$ cat src/rtl/systolic_feeder_if.sv
// Write-side valid/ready port of the systolic feeder.
// One beat carries a full N-lane activation vector.
interface systolic_feeder_if #(
    parameter int DATA_W = 32,
    parameter int N      = 4
);
    logic                wr_valid;
    logic                wr_ready;
    logic [N*DATA_W-1:0] wr_data;

    modport master (
        output wr_valid,
        output wr_data,
        input  wr_ready
    );

    modport slave (
        input  wr_valid,
        input  wr_data,
        output wr_ready
    );
endinterface

$ cat src/rtl/systolic_feeder.sv
// Buffers one NxN activation tile and streams it west-to-east
// into the systolic array with lane r delayed by r beats.
module systolic_feeder #(
    parameter int DATA_W = 32,
    parameter int N      = 4
) (
    input  logic                i_clk,
    input  logic                i_rst,
    systolic_feeder_if.slave    wr,
    input  logic                i_start,
    output logic                o_busy,
    output logic                o_done,
    output logic [N*DATA_W-1:0] o_data,
    output logic [N-1:0]        o_valid
);
    localparam int CW = (N > 1) ? $clog2(N) : 1;
    localparam int TW = (N > 1) ? $clog2(2*N-1) : 1;
    localparam logic [CW-1:0] C_LAST = CW'(N-1);
    localparam logic [TW-1:0] T_LAST = TW'(2*N-2);

    typedef enum logic [1:0] {
        S_IDLE,
        S_LOAD,
        S_LOADED,
        S_STREAM
    } state_t;

    state_t              r_state;
    state_t              w_state_nxt;
    logic [CW-1:0]       r_wr_cnt;
    logic [CW-1:0]       w_cnt_nxt;
    logic [TW-1:0]       r_t;
    logic [TW-1:0]       w_t_nxt;
    logic                w_beat_en;
    logic                w_done_nxt;
    logic                w_hs;
    logic [DATA_W-1:0]   r_buf [N][N];
    logic [TW-1:0]       w_k [N];
    logic [N*DATA_W-1:0] w_beat_data;
    logic [N-1:0]        w_beat_valid;

    logic                r_wr_ready;
    logic                r_busy;
    logic                r_done;
    logic [N*DATA_W-1:0] r_data;
    logic [N-1:0]        r_valid;

    assign w_hs        = wr.wr_valid && r_wr_ready;
    assign wr.wr_ready = r_wr_ready;
    assign o_busy      = r_busy;
    assign o_done      = r_done;
    assign o_data      = r_data;
    assign o_valid     = r_valid;

    always_ff @(posedge i_clk or posedge i_rst) begin
        if (i_rst) begin
            r_state  <= S_IDLE;
            r_wr_cnt <= '0;
            r_t      <= '0;
        end else begin
            r_state  <= w_state_nxt;
            r_wr_cnt <= w_cnt_nxt;
            r_t      <= w_t_nxt;
        end
    end

    always_comb begin
        w_state_nxt = r_state;
        w_cnt_nxt   = r_wr_cnt;
        w_t_nxt     = r_t;
        w_beat_en   = 1'b0;
        w_done_nxt  = 1'b0;
        unique case (r_state)
            S_IDLE: begin
                if (w_hs) begin
                    w_cnt_nxt   = CW'(1);
                    w_state_nxt = (N == 1) ? S_LOADED : S_LOAD;
                end
            end
            S_LOAD: begin
                if (w_hs) begin
                    if (r_wr_cnt == C_LAST) begin
                        w_state_nxt = S_LOADED;
                    end else begin
                        w_cnt_nxt = r_wr_cnt + CW'(1);
                    end
                end
            end
            S_LOADED: begin
                if (i_start) begin
                    w_state_nxt = S_STREAM;
                    w_t_nxt     = '0;
                    w_beat_en   = 1'b1;
                end
            end
            S_STREAM: begin
                if (r_t == T_LAST) begin
                    w_state_nxt = S_IDLE;
                    w_cnt_nxt   = '0;
                    w_t_nxt     = '0;
                    w_done_nxt  = 1'b1;
                end else begin
                    w_t_nxt   = r_t + TW'(1);
                    w_beat_en = 1'b1;
                end
            end
            default: begin
                w_state_nxt = S_IDLE;
            end
        endcase
    end

    // Lane r on beat t carries element r of vector t-r.
    always_comb begin
        w_beat_data  = '0;
        w_beat_valid = '0;
        for (int r = 0; r < N; r++) begin
            w_k[r] = w_t_nxt - TW'(r);
            if (w_beat_en && (w_t_nxt >= TW'(r))
                && (w_k[r] <= TW'(N-1))) begin
                w_beat_data[r*DATA_W +: DATA_W] = r_buf[w_k[r][CW-1:0]][r];
                w_beat_valid[r] = 1'b1;
            end
        end
    end

    always_ff @(posedge i_clk) begin
        if (w_hs) begin
            for (int r = 0; r < N; r++) begin
                r_buf[r_wr_cnt][r] <= wr.wr_data[r*DATA_W +: DATA_W];
            end
        end
    end

    always_ff @(posedge i_clk or posedge i_rst) begin
        if (i_rst) begin
            r_wr_ready <= 1'b1;
            r_busy     <= 1'b0;
            r_done     <= 1'b0;
            r_data     <= '0;
            r_valid    <= '0;
        end else begin
            r_wr_ready <= (w_state_nxt == S_IDLE) || (w_state_nxt == S_LOAD);
            r_busy     <= (w_state_nxt == S_LOADED) || (w_state_nxt == S_STREAM);
            r_done     <= w_done_nxt;
            r_data     <= w_beat_data;
            r_valid    <= w_beat_valid;
        end
    end
endmodule

$ cat src/flat_wrapper.sv
// flat-port wrapper written by rule: the top's interface ports become plain ports
module systolic_feeder_flat 
#(
    parameter int DATA_W = 32,
    parameter int N      = 4
)
  (i_clk, i_rst, i_start, o_busy, o_done, o_data, o_valid, wr_wr_valid, wr_wr_data, wr_wr_ready);
  systolic_feeder_if #(.DATA_W(DATA_W), .N(N)) wr_i ();
  input  logic i_clk;
  input  logic i_rst;
  input  logic i_start;
  output logic o_busy;
  output logic o_done;
  output logic [N*DATA_W-1:0] o_data;
  output logic [N-1:0] o_valid;
  input wire logic [$bits(wr_i.wr_valid)-1:0] wr_wr_valid;
  input wire logic [$bits(wr_i.wr_data)-1:0] wr_wr_data;
  output wire logic [$bits(wr_i.wr_ready)-1:0] wr_wr_ready;
  assign wr_i.wr_valid = wr_wr_valid;
  assign wr_i.wr_data = wr_wr_data;
  assign wr_wr_ready = wr_i.wr_ready;
  systolic_feeder #(.DATA_W(DATA_W), .N(N)) u_core (.i_clk(i_clk), .i_rst(i_rst), .wr(wr_i), .i_start(i_start), .o_busy(o_busy), .o_done(o_done), .o_data(o_data), .o_valid(o_valid));
endmodule
$ cat config.mk
export PLATFORM = sky130hd
export DESIGN_NAME = systolic_feeder_flat
export DESIGN_NICKNAME = d
export VERILOG_FILES = /design/src/rtl/systolic_feeder_if.sv /design/src/rtl/systolic_feeder.sv /design/src/flat_wrapper.sv
export SDC_FILE = /design/constraint.sdc
export NUM_CORES = 1
export LEC_CHECK = 0
export CELL_PAD_IN_SITES_DETAIL_PLACEMENT = 1
export CELL_PAD_IN_SITES_GLOBAL_PLACEMENT = 2
export CORE_UTILIZATION = 40
export CTS_CLUSTER_DIAMETER = 80
export DETAILED_ROUTE_END_ITERATION = 16
export PLACE_DENSITY = 0.83
export SYNTH_ARGS = -nofsm -noshare
export SYNTH_HDL_FRONTEND = slang
export SYNTH_SLANG_ARGS = --single-unit
$ cat constraint.sdc
create_clock -name i_clk -period 6.1 [get_ports i_clk]
set_clock_uncertainty 0.15 [all_clocks]
set_input_delay 0.915 -clock i_clk [delete_from_list [all_inputs] [get_ports i_clk]]
set_output_delay 0.915 -clock i_clk [all_outputs]
set_load 0.03 [all_outputs]
# ---- Yosys cells after proc, flatten, opt, wreduce, memory -nomap -nowiden
# Memories as Yosys holds them, arrays and structs flattened.
# Index checks and enable logic that the tools add are counted.
dict set report classes {
  n_mul 0
  n_mux 29
  n_addsub 5
  div_mod_pow 0
  bitwise 0
  n_reduce_logical 15
  eq_ne 12
  order_cmp 8
  n_shift 0
}
# cell count
set ops {}
lappend ops {{two-way mux 32 bit} 4}
lappend ops {{two-way mux 2 bit} 9}
lappend ops {{<= comparator 3 x 2 -> 1 bit (second input constant)} 4}
lappend ops {{== test 2 bit (second input constant)} 5}
lappend ops {{two-way mux 1 bit} 10}
lappend ops {{logical AND 1 bit} 9}
lappend ops {{case mux 2 bit (4 select lines)} 1}
lappend ops {{>= comparator 3 x 1 -> 1 bit (second input constant)} 2}
lappend ops {{>= comparator 3 x 2 -> 1 bit (second input constant)} 2}
lappend ops {{two-way mux 3 bit} 2}
lappend ops {{!= test 2 x 1 -> 1 bit (second input constant)} 3}
lappend ops {{case mux 2 bit (3 select lines)} 1}
lappend ops {{case mux 3 bit (2 select lines)} 1}
lappend ops {{subtractor 3 x 2 -> 3 bit (second input constant)} 2}
lappend ops {{AND reduction 5 bit} 1}
lappend ops {{== test 2 x 1 -> 1 bit (second input constant)} 2}
lappend ops {{zero test 2 bit} 2}
lappend ops {{adder 3 x 1 -> 3 bit (second input constant)} 1}
lappend ops {{== test 3 bit (second input constant)} 1}
lappend ops {{nonzero test 3 bit} 1}
lappend ops {{subtractor 3 x 1 -> 3 bit (second input constant)} 1}
lappend ops {{adder 2 x 1 -> 2 bit (second input constant)} 1}
lappend ops {{logical OR 1 bit} 2}
lappend ops {{!= test 2 bit (second input constant)} 1}
lappend ops {{case mux 1 bit (2 select lines)} 1}
dict set report word_totals {
  reg_bits 142
  latchBits 0
  rom_bits 0
  word_cells 78
  mem_count 1
  mem_bits_rw 512
  out_inout_bits 135
}
# memory words width read_ports rd_ports_with_merged_regs write_ports line
set mem_list {}
lappend mem_list {u_core.r_buf 4 128 4 0 1 systolic_feeder.sv:37} ;# logic [DATA_W-1:0] r_buf [N][N];

# ---- Depth between registers and ports, before layout
dict set report logic_depth {
  ltp_word 7
  depth_mapped 14
}

# ---- Least setup slack after synthesis
# OpenSTA, ideal clock, no wires.
dict set report synth_path {
  path_kind {input port to flip-flop}
  startpoint {in wr_wr_valid}
  endpoint {reg u_core.r_busy (netlist: u_core.o_busy)}
  setup_ps 63
  required_ps 5887
  stages 4
  t_arrival_ps 4532
  slack_ps 1355
  path_buffers 0
  path_cell_list {and3_1 nand2_1 o21a_1 inv_1}
}
dict set report synth_via {
  elab_chain_len 5
  word_cells_on_any_way 7
}
# item line
set synth_lines {}
lappend synth_lines {{start, declared} flat_wrapper.sv:16} ;# input wire logic [$bits(wr_i.wr_valid)-1:0] wr_wr_valid;
lappend synth_lines {{logical AND 1 bit *} systolic_feeder.sv:48} ;# assign w_hs = wr.wr_valid && r_wr_ready;
lappend synth_lines {{two-way mux 2 bit, on equally long branches} {systolic_feeder.sv:81, systolic_feeder.sv:75}}
lappend synth_lines {{case mux 2 bit (4 select lines) *} systolic_feeder.sv:73} ;# unique case (r_state)
lappend synth_lines {{named net u_core.w_state_nxt[1]} systolic_feeder.sv:29} ;# state_t w_state_nxt;
lappend synth_lines {{== test 2 bit} systolic_feeder.sv:144} ;# r_busy <= (w_state_nxt == S_LOADED) || (w_state_nxt == S_STREAM);
lappend synth_lines {{logical OR 1 bit *} systolic_feeder.sv:144}
lappend synth_lines {{end signal, assigned} systolic_feeder.sv:144}
lappend synth_lines {{end, declared} systolic_feeder.sv:43} ;# logic r_busy;
# Mark *: on every way through the listed nets, which the timed path passes. The rest lies on a longest branch.
# A chain may end at the register's enable or synchronous reset.

# ---- Worst setup path in the final report
dict set report layout_path {
  startpoint {in i_start}
  endpoint {reg u_core.r_data[44] (netlist: u_core.o_data[44])}
}
dict set report layout_via {
  elab_chain_len 6
  word_cells_on_any_way 11
}
# item line
set layout_lines {}
lappend layout_lines {{start, declared} flat_wrapper.sv:11} ;# input logic i_start;
lappend layout_lines {{two-way mux 3 bit} systolic_feeder.sv:90} ;# if (i_start) begin
lappend layout_lines {{case mux 3 bit (2 select lines)} systolic_feeder.sv:73}
lappend layout_lines {{subtractor 3 x 1 -> 3 bit or >= comparator 3 x 1 -> 1 bit (tied branches)} {systolic_feeder.sv:118, systolic_feeder.sv:119}}
lappend layout_lines {{<= comparator 3 x 2 -> 1 bit or logical AND 1 bit (tied branches)} {systolic_feeder.sv:120, systolic_feeder.sv:119}}
lappend layout_lines {{logical AND 1 bit} systolic_feeder.sv:120} ;# && (w_k[r] <= TW'(N-1))) begin
lappend layout_lines {{two-way mux 32 bit *} systolic_feeder.sv:119} ;# if (w_beat_en && (w_t_nxt >= TW'(r))
lappend layout_lines {{named net u_core.w_beat_data[44]} systolic_feeder.sv:39} ;# logic [N*DATA_W-1:0] w_beat_data;
lappend layout_lines {{end signal, assigned} systolic_feeder.sv:146} ;# r_data <= w_beat_data;
lappend layout_lines {{end, declared} systolic_feeder.sv:45} ;# logic [N*DATA_W-1:0] r_data;
# Marks and branches as above.

==> impl_metrics.env <==
export IMPL_finalCritPeriodShare_pct=65.11
export IMPL_cts_hold_buffers=0
export IMPL_core_area_um2=58250
export IMPL_drc=0
export IMPL_cts_tree="built"
export IMPL_drv_slew=0
export IMPL_track_usage_pct=19.97
export IMPL_vdd_ir_drop_max_uv=368.9
export IMPL_dp_hpwl_um=31590
export IMPL_crit_arrival_ns=4.35
export IMPL_placed_area_um2=27230
export IMPL_hold_viol=0
export IMPL_ioPinCount=267
export IMPL_p_seq_share_pct=38.0
export IMPL_max_clock_freq_mhz=251.8
export IMPL_cts_setup_buffers=0
export IMPL_setup_viol=0
export IMPL_htreeDepth=3
export IMPL_wirelength_um=58820
export IMPL_pre_cts_ws_ns=1.458
export IMPL_fp_dieH_um=245.8
export IMPL_status="complete, no violations"
export IMPL_antenna_found_initial=7
export IMPL_intPower_mw=10.02
export IMPL_clkTransAtPathRegs_ns=0.06
export IMPL_grt_pass1_vias=15042
export IMPL_port_buffers=266
export IMPL_initial_core_util_pct=40.81
export IMPL_finalCriticalPeriod_ns=3.972
export IMPL_syn_nets=1691
export IMPL_fin_tns_setup_ns=0
export IMPL_die_w_um=245.8
export IMPL_syn_avg_cell_area_um2=15.33
export IMPL_syn_area_um2=23770
export IMPL_combPwrFrac_pct=36.3
export IMPL_drive_gt1_share_pct=8.489
export IMPL_clock_latency_ns=0.60
export IMPL_cts_buffers=70
export IMPL_clockBufferDepth=3
export IMPL_area_growth_pct=23.89
export IMPL_routedWlPerCell_um=22.25
export IMPL_drtIter0Drc=576
export IMPL_clock_sinks=653
export IMPL_setup_worst_path_start_class="primary input"
export IMPL_switchingPower_mw=5.780
export IMPL_dieArea_um2=60400
export IMPL_cap_viol_max_count=0
export IMPL_rsz0062_at_grt="false"
export IMPL_slew_headroom_pct=24.64
export IMPL_rows=88
export IMPL_design_area_um2=29450
export IMPL_path_class="primary input to register"
export IMPL_layout_setup_ws_ns=2.128
export IMPL_power_density_nw_per_um2=536.7
export IMPL_critical_path_peak_fanout=66
export IMPL_yosysWarningCount=0
export IMPL_dr_pass1_iters=4
export IMPL_grt_max_degree=111
export IMPL_tightest_slew_ns=1.130
export IMPL_cp_end_kind="register"
export IMPL_fin_util_pct=50.56
export IMPL_synthDistinctLibCells=41
export IMPL_synth_seq_cells=653
export IMPL_clock_tree_root_cell="clkbuf_16"
export IMPL_syn_inst=1550
export IMPL_yosysSeqAreaShare_pct=79.53
export IMPL_grt_pass1_wl_um=90180
export IMPL_switching_share_pct=36.57
export IMPL_grt_overflow_total=0
export IMPL_post_drt_via_cell_ratio=5.156
export IMPL_power_total_mw=15.80
export IMPL_finalNetCount=1958
export IMPL_ant_nets=0
export IMPL_via_count=13627
export IMPL_cts_resized=0
export IMPL_leakagePower_nw=11.21
export IMPL_place_congestion=0.7539
export IMPL_power_share_clock_pct=25.7
export IMPL_worstPathRequired_ns=6.47
export IMPL_hold_path_class="register to register"
-- per-layer routing --
layer,wire [um],global-route usage [%],up-vias
met3,2564,3.361,93
met1,23930,24.36,7102
met5,43,0,-
li1,-,-,6165
met4,1401,6.796,6
met2,30880,35.65,261
-- registers in the layout, summed over array words and instances (netlist names) --
name	cells
u_core.o_busy	1
u_core.o_data	128
u_core.o_done	1
u_core.o_valid	4
u_core.r_buf	512
u_core.r_state	1
u_core.r_t	3
u_core.r_wr_cnt	2
u_core.wr.wr_ready	1
-- power groups by stage --
stage / clock network [mW] / registers [mW] / logic [mW]
final: 4.06 / 6.00 / 5.74
after global placement: 0 / 6.06 / 5.74
after global routing: 4.33 / 6.07 / 6.30
after CTS: 4.18 / 6.01 / 5.92
after detailed placement: 0 / 6.09 / 5.89
after floorplan: 0 / 6.70 / 3.19
-- critical path, cell delays in order --
cell	delay (ns)
clkdlybuf4s50_1	0.49
o21ai_2	0.13
a22oi_2	0.37
buf_4	0.64
inv_1	0.10
ha_1	0.30
buf_4	0.43
nand3b_1	0.15
o211ai_2	0.16
buf_4	0.35
and3_1	0.27
-- synth_stat cells, drive strengths merged --
library cell,n,area share [%]
o31ai,1,0.032
nand2,392,6.2
and3,133,3.5
nand3,195,4.1
o21ai,3,0.079
edfxtp,512,65
and3b,1,0.037
clkbuf,48,0.76
o211ai,2,0.084
and2,3,0.079
nand3b,1,0.032
mux2,1,0.047
a221o,2,0.084
and4b,2,0.084
nor3,1,0.021
o21a,1,0.032
a2111o,1,0.047
a222oi,1,0.042
buf,40,1.0
dfstp,1,0.11
nor2,3,0.047
inv,12,0.19
nor4b,1,0.063
nand2b,1,0.026
a21oi,4,0.10
dfrtp,140,15
a211oi,1,0.032
a311oi,1,0.063
nor2b,3,0.079
a22oi,2,0.084
ha,9,0.47
mux4,32,3.0
-- cells by family after synthesis --
| group | Yosys count | synth area share, % |
|---|---|---|
| multiplexers | 33 | 3.079 |
| adder cells (fa/ha/maj) | 9 | 0.4738 |
| buffers and inverters | 100 | 1.969 |
| AND/OR/NAND/NOR | 736 | 14.27 |
| flip-flops | 653 | 79.53 |
| AO/OA/AOI/OAI | 19 | 0.6790 |
-- final cells by class --
type	count	area [um2]
flip-flops and latches	653	18900
repair buffers	283	2853
diodes	5	12.51
multi-input cells	797	4456
clock inverters	19	207.7
inverters	12	57.56
clock buffers	109	1999
fillers	5547	28800
well taps	765	957.2
-- path summary, 6_finish.rpt --
| check | cells past startpoint | to | startpoint | slack (ns) |
|---|---|---|---|---|
| max in group asynchronous | 3 | u_core.o_data[115] | i_rst | 4.12 |
| min in group asynchronous | 2 | u_core.o_data[18] | i_rst | 0.67 |
| worst min-delay path | 3 | u_core.o_data[124] | u_core.r_buf[1][28] | 0.44 |
| worst max register to register | 10 | u_core.o_data[44] | u_core.o_busy | 2.30 |
| worst max-delay path | 11 | u_core.o_data[44] | i_start | 2.13 |
| worst min register to register | 3 | u_core.o_data[124] | u_core.r_buf[1][28] | 0.44 |
-- cells in the final DEF, fill, tap and decap left out, drive strengths merged, types with 2 or more instances in the layout --
cell type      Yosys  final
and2               3      3
nor2               3      3
clkbuf            48    109
a221o              2      2
a21oi              4      4
edfxtp           512    512
a22oi              2      2
inv               12     14
clkinvlp           0      2
nand3            195    195
nor2b              3      3
clkinv             0     13
and4b              2      2
nand2            392    392
ha                 9      9
bufinv             0      2
o211ai             2      2
dfrtp            140    140
mux4              32     32
buf               40     17
clkdlybuf4s50      0    266
diode              0      5
and3             133    133
o21ai              3      3
-- through the flow --
step	cells	hold slack, ns
final	2643	0.4447
after global routing	2642	0.4688
after CTS	2638	0.4447
after detailed placement	2510	0.4395
after global placement	2510	0.4215
after floorplan	1550	0.4166
No activity file was read; power rests on OpenSTA's default activity.
